$ cat src/rtl/instr_line_assembler.sv
// Assembles one wide instruction line from NUM_WORDS sequential narrow memory reads.
// Up to MAX_OUTSTANDING word reads are kept in flight; one line is handled at a time.
module instr_line_assembler #(
  parameter int unsigned LINE_WIDTH      = 128,
  parameter int unsigned WORD_WIDTH      = 32,
  parameter int unsigned ADDR_WIDTH      = 32,
  parameter int unsigned MAX_OUTSTANDING = 2
) (
  input  logic                  clk_i,
  input  logic                  rst_ni,
  input  logic                  line_req_i,
  output logic                  line_gnt_o,
  input  logic [ADDR_WIDTH-1:0] line_addr_i,
  output logic [LINE_WIDTH-1:0] line_r_rdata_o,
  output logic                  line_r_valid_o,
  output logic                  mem_req_o,
  input  logic                  mem_gnt_i,
  output logic [ADDR_WIDTH-1:0] mem_addr_o,
  input  logic [WORD_WIDTH-1:0] mem_r_rdata_i,
  input  logic                  mem_r_valid_i
);

  localparam int unsigned NUM_WORDS  = LINE_WIDTH / WORD_WIDTH;
  localparam int unsigned OFFS       = $clog2(LINE_WIDTH / 8);
  localparam int unsigned CNT_W      = $clog2(NUM_WORDS + 1);
  localparam int unsigned WORD_BYTES = WORD_WIDTH / 8;

  typedef enum logic [1:0] {
    IDLE  = 2'd0,
    ISSUE = 2'd1,
    DRAIN = 2'd2,
    RESP  = 2'd3
  } state_e;

  state_e                r_state;
  state_e                w_state_nxt;
  logic [CNT_W-1:0]      r_iss_cnt;
  logic [CNT_W-1:0]      r_rsp_cnt;
  logic [ADDR_WIDTH-1:0] r_base;
  logic [LINE_WIDTH-1:0] r_buf;
  logic [LINE_WIDTH-1:0] r_line;

  logic [CNT_W-1:0]      w_outstanding;
  logic                  w_room;
  logic                  w_rsp_ok;
  logic                  w_last_iss;
  logic                  w_last_rsp;
  logic                  w_issue;
  logic                  w_capture;
  logic [ADDR_WIDTH-1:0] w_word_addr;
  logic [LINE_WIDTH-1:0] w_buf_nxt;

  assign w_outstanding = r_iss_cnt - r_rsp_cnt;
  assign w_room        = (w_outstanding < CNT_W'(MAX_OUTSTANDING));
  assign w_rsp_ok      = mem_r_valid_i && (w_outstanding != '0);
  assign w_last_iss    = (r_iss_cnt == CNT_W'(NUM_WORDS - 1));
  assign w_last_rsp    = (r_rsp_cnt == CNT_W'(NUM_WORDS - 1));
  assign w_word_addr   = r_base + ADDR_WIDTH'(r_iss_cnt) * ADDR_WIDTH'(WORD_BYTES);
  assign w_issue       = mem_req_o && mem_gnt_i;
  assign line_r_rdata_o = r_line;

  always_ff @(posedge clk_i or negedge rst_ni) begin
    if (!rst_ni) begin
      r_state <= IDLE;
    end else begin
      r_state <= w_state_nxt;
    end
  end

  // Next state, handshakes and memory request; responses only count while words are in flight.
  always_comb begin
    w_state_nxt    = r_state;
    line_gnt_o     = 1'b0;
    line_r_valid_o = 1'b0;
    mem_req_o      = 1'b0;
    mem_addr_o     = '0;
    w_capture      = 1'b0;
    case (r_state)
      IDLE: begin
        line_gnt_o = line_req_i;
        if (line_req_i) w_state_nxt = ISSUE;
      end
      ISSUE: begin
        mem_req_o  = w_room;
        mem_addr_o = w_room ? w_word_addr : '0;
        w_capture  = w_rsp_ok;
        if (w_room && mem_gnt_i && w_last_iss) w_state_nxt = DRAIN;
      end
      DRAIN: begin
        w_capture = w_rsp_ok;
        if (w_rsp_ok && w_last_rsp) w_state_nxt = RESP;
      end
      RESP: begin
        line_r_valid_o = 1'b1;
        line_gnt_o     = line_req_i;
        w_state_nxt    = line_req_i ? ISSUE : IDLE;
      end
      default: w_state_nxt = IDLE;
    endcase
  end

  always_comb begin
    w_buf_nxt = r_buf;
    for (int unsigned k = 0; k < NUM_WORDS; k++) begin
      if (r_rsp_cnt == CNT_W'(k)) w_buf_nxt[k*WORD_WIDTH +: WORD_WIDTH] = mem_r_rdata_i;
    end
  end

  // Counters, base address and line buffers; the output line only changes when a line completes.
  always_ff @(posedge clk_i or negedge rst_ni) begin
    if (!rst_ni) begin
      r_iss_cnt <= '0;
      r_rsp_cnt <= '0;
      r_base    <= '0;
      r_buf     <= '0;
      r_line    <= '0;
    end else if (line_gnt_o) begin
      r_base    <= {line_addr_i[ADDR_WIDTH-1:OFFS], {OFFS{1'b0}}};
      r_iss_cnt <= '0;
      r_rsp_cnt <= '0;
    end else begin
      if (w_issue) r_iss_cnt <= r_iss_cnt + CNT_W'(1);
      if (w_capture) begin
        r_rsp_cnt <= r_rsp_cnt + CNT_W'(1);
        r_buf     <= w_buf_nxt;
        if (w_last_rsp) r_line <= w_buf_nxt;
      end
    end
  end

endmodule

$ cat config.mk
export PLATFORM = sky130hd
export DESIGN_NAME = instr_line_assembler
export DESIGN_NICKNAME = d
export VERILOG_FILES = /design/src/rtl/instr_line_assembler.sv
export SDC_FILE = /design/constraint.sdc
export NUM_CORES = 1
export LEC_CHECK = 0
export BUFFER_PORTS_ARGS = -buffer_cell sky130_fd_sc_hd__buf_2
export CAP_MARGIN = 5
export CORE_ASPECT_RATIO = 1.5
export CORE_MARGIN = 10
export CORE_UTILIZATION = 59
export DETAILED_ROUTE_END_ITERATION = 12
export GPL_ROUTABILITY_DRIVEN = 0
export PLACE_DENSITY = 0.84
export SLEW_MARGIN = 20
export SYNTH_ARGS = -nofsm -noshare
export SYNTH_HDL_FRONTEND = slang
export SYNTH_SLANG_ARGS = --single-unit
$ cat constraint.sdc
create_clock -name clk_i -period 5.5 [get_ports clk_i]
set_input_delay 1.1 -clock clk_i [delete_from_list [all_inputs] [get_ports clk_i]]
set_output_delay 1.1 -clock clk_i [all_outputs]
set_load 0.01 [all_outputs]
==> flow_summary.json <==
{
  "worst_hold_path.endpoint": "line_r_rdata_o[4]$_DFFE_PN0P_",
  "p_int_mw": 5.24,
  "ys_seq_area_frac": 0.547,
  "io_buffer_count": 225,
  "end_kind": "primary output",
  "nets": 1280,
  "die_height_um": 194,
  "grt_pass1_vias": 8383,
  "timing.rr.end": "r_buf[89]$_DFFE_PN0P_",
  "initial_utilization": 0.601,
  "antenna_found_initial": 0,
  "syn_avg_cell_area_um2": 12.0,
  "p_per_area_nw_per_um2": 573,
  "p_sw_frac": 0.346,
  "path_class": "flip-flop to primary output",
  "vias": 8180,
  "worstPathArrival_ps": 3000,
  "dp_hpwl_um": 18800,
  "synth_edf_count": 0,
  "n_fill_cell": 1400,
  "wire_per_inst_um": 19.0,
  "start_kind": "flip-flop",
  "crit_required_ps": 4400,
  "cts_hold_buf": 0,
  "cts_root_buf": "clkbuf_16",
  "hold_viol": 0,
  "core_area_um2": 19800,
  "r2r-start": "r_rsp_cnt[0]$_DFFE_PN0P_",
  "worstHoldPathCells": 2,
  "worstPathCellList": "ha_1, fa_1, xnor3_2, nand3_2, inv_1, and2_1, buf_2",
  "rows": 63,
  "grt_setup_unrepaired": "no",
  "worst_pin_slew_ps": 811,
  "dieArea_um2": 26400,
  "reg2reg_depth": 6,
  "clkPwrFrac": 0.215,
  "p_seq_frac": 0.405,
  "ys.flop_type": "dfrtp_1",
  "clkLatencyLatePin_ps": 520,
  "maxCapViolations": 0,
  "tns_ps": 0,
  "grt_start_max_net_pins": 121,
  "io_pins": 232,
  "post_cts_buffers": 0,
  "syn2layout_area_growth_pct": 17.5,
  "drv_slew": 0,
  "first_pass_iters": 5,
  "status": "complete, no violations",
  "instances_no_fill": 1474,
  "cpMaxStageDelayCell": "nand3_2",
  "cpPeakStageDelay_ps": 460,
  "grt-ovfl-total": 0,
  "grt_pass1_wl_um": 45000,
  "hold_start": "line_r_rdata_o[4]$_DFFE_PN0P_",
  "yosys_warnings": 0,
  "fin_hold_ws_ps": 476,
  "cts_buffers": 25,
  "comb_power_share": 0.380,
  "cts_tree": "done",
  "met2_length_um": 14500,
  "min_period_over_period": 0.745,
  "relSlewSlack": 0.460,
  "synth.ff_latch_count": 260,
  "grt_usage": 0.207,
  "dr_wl_met3_um": 1760,
  "fmax_ghz": 0.244,
  "r2r_setup_slack_ps": 2390,
  "cts_max_level": 1,
  "utilization": 0.707,
  "drive_above_1_share": 0.341,
  "top_layer": "met4",
  "synthesis.area_um2": 11900,
  "crit_family": "simple AND/OR/NAND/NOR gates",
  "crit_buf_inv": 2,
  "synth_cell_types": 42,
  "detail-route-antenna-nets": 0,
  "cts-resized-gates": 0,
  "cp_max_fo": 29,
  "drc": 0,
  "hold_path.class": "flip-flop to flip-flop",
  "post-place-cells": 1428,
  "fin_crit_ps": 4100,
  "synthArstFlopShare": 1.00,
  "fin_skew_ps": 10.7,
  "numClockSinks": 260,
  "setup_viol": 0,
  "power.switching_mw": 2.78,
  "ir_worst_vdd_mv": 0.385,
  "clk_pin_slew_worst_paths_ps": 60,
  "syn_inst": 992,
  "cts_max_path_buffers": 3,
  "drt_wl_total_um": 28000,
  "leakage_nw": 7.54,
  "drt_iter0_drc": 418,
  "vias_per_cell": 5.55,
  "die_w_um": 136,
  "route.layer.met1.wl_um": 11000
}
[power groups by stage]
| stage | Clock [mW] | Sequential (mW) | Combinational (mW) |
|---|---|---|---|
| after detailed placement | 0 | 3.24 | 3.08 |
| after global placement | 0 | 3.19 | 2.98 |
| final | 1.73 | 3.24 | 3.05 |
| after global routing | 1.84 | 3.34 | 3.35 |
| after floorplan | 0 | 3.30 | 1.99 |
| after CTS | 1.77 | 3.23 | 3.10 |
[cell families after synthesis]
kind of cell    share of synthesized area
simple gates                       0.0976
flops                               0.547
mux                                 0.230
compound gates                     0.0626
buf+inv                            0.0325
fa+ha+maj                          0.0175
xor+xnor                           0.0123
other cells                      0.000315
[cells in the mapped netlist, types with 2 or more instances]
| library cell | count | area, um2 |
|---|---|---|
| mux2_4 | 84 | 1260 |
| mux2i_1 | 97 | 971 |
| and3_1 | 3 | 18.8 |
| buf_6 | 12 | 135 |
| nor4_1 | 2 | 12.5 |
| dfrtp_1 | 260 | 6510 |
| nand3_4 | 2 | 35.0 |
| ha_1 | 15 | 188 |
| inv_1 | 13 | 48.8 |
| xor2_1 | 6 | 52.6 |
| buf_4 | 2 | 15.0 |
| xnor2_1 | 8 | 70.1 |
| buf_2 | 9 | 45.0 |
| nand4_1 | 10 | 62.6 |
| or3_1 | 5 | 31.3 |
| nand2_1 | 192 | 721 |
| or4_1 | 9 | 67.6 |
| a21oi_1 | 15 | 75.1 |
| buf_1 | 2 | 7.51 |
| clkbuf_1 | 35 | 131 |
| nor2b_1 | 2 | 12.5 |
| o21ai_0 | 104 | 521 |
| o31ai_1 | 10 | 75.1 |
| and4_1 | 4 | 35.0 |
| and2_1 | 3 | 18.8 |
| mux2_2 | 45 | 507 |
| nand3_1 | 12 | 60.1 |
| nor2_1 | 17 | 63.8 |
[layout make-up]
type                       instances  area, um2  share of cell area
inverter                          14       52.6             0.00376
clock inverter                     9       97.6             0.00698
antenna                            1       2.50            0.000179
multi-input combinational        659       5030               0.360
tap                              260        325              0.0233
clock buffer                      36        727              0.0520
sequential                       260       6510               0.465
timing repair buffer             235       1240              0.0884
[layer usage]
metal / GRT usage / up-vias
met4: 0.0655 / 0
li1: - / 3844
met2: 0.358 / 239
met3: 0.0423 / 38
met5: 0 / -
met1: 0.252 / 4059
[registers in the layout, indices dropped and copies added (netlist names)]
name	cells
r_rsp_cnt	3
r_iss_cnt	3
line_r_rdata_o	128
r_buf	96
r_state	2
r_base	28
[worst register-to-register path, delay by kind of cell, from the launching register on]
| family | cells | cell delay, ps |
|---|---|---|
| xor gates and xnor gates | 1 | 330 |
| AOI/OAI and AO/OA | 1 | 420 |
| muxes | 1 | 560 |
| DFF | 1 | 430 |
| adders and majority gates | 2 | 600 |
| and+or+nand+nor | 1 | 660 |
[worst max-delay path by stage]
stage / start / depth (start not counted) / end / slack, ps
final: r_rsp_cnt[0]$_DFFE_PN0P_ / 7 / mem_addr_o[4] / 1400
after global routing: r_rsp_cnt[0]$_DFFE_PN0P_ / 7 / mem_addr_o[4] / 1130
after CTS: r_iss_cnt[0]$_DFFE_PN0P_ / 8 / mem_addr_o[4] / 920
after detailed placement: r_iss_cnt[0]$_DFFE_PN0P_ / 8 / mem_addr_o[4] / 1490
after global placement: r_rsp_cnt[0]$_DFFE_PN0P_ / 7 / mem_addr_o[4] / 1630
after floorplan: r_rsp_cnt[0]$_DFFE_PN0P_ / 7 / mem_addr_o[11] / 2350
[placed cells by master, fill, tap and decap left out, types with 4 or more instances in the layout]
cell type	n
a21oi_1	15
or4_1	9
o31ai_1	10
buf_4	8
inv_1	13
o21ai_0	104
nand3_1	11
clkinv_2	6
mux2_4	84
nor2_1	17
nand4_1	10
and4_1	4
mux2i_1	97
or3_1	5
clkbuf_16	25
xnor2_1	8
xor2_1	6
mux2_2	45
clkbuf_1	5
nand2_1	190
dfrtp_1	260
buf_2	224
ha_1	15
clkbuf_8	6
[through the flow]
stage | setup WS (ps) | area [um2] | power [mW]
after global placement | 1630 | 13100 | 6.17
after floorplan | 2350 | 11900 | 5.29
after global routing | 1130 | 14000 | 8.52
final | 1400 | 14000 | 8.02
after CTS | 925 | 14000 | 8.10
after detailed placement | 1490 | 13100 | 6.32
(Power assumes the default switching activity.)
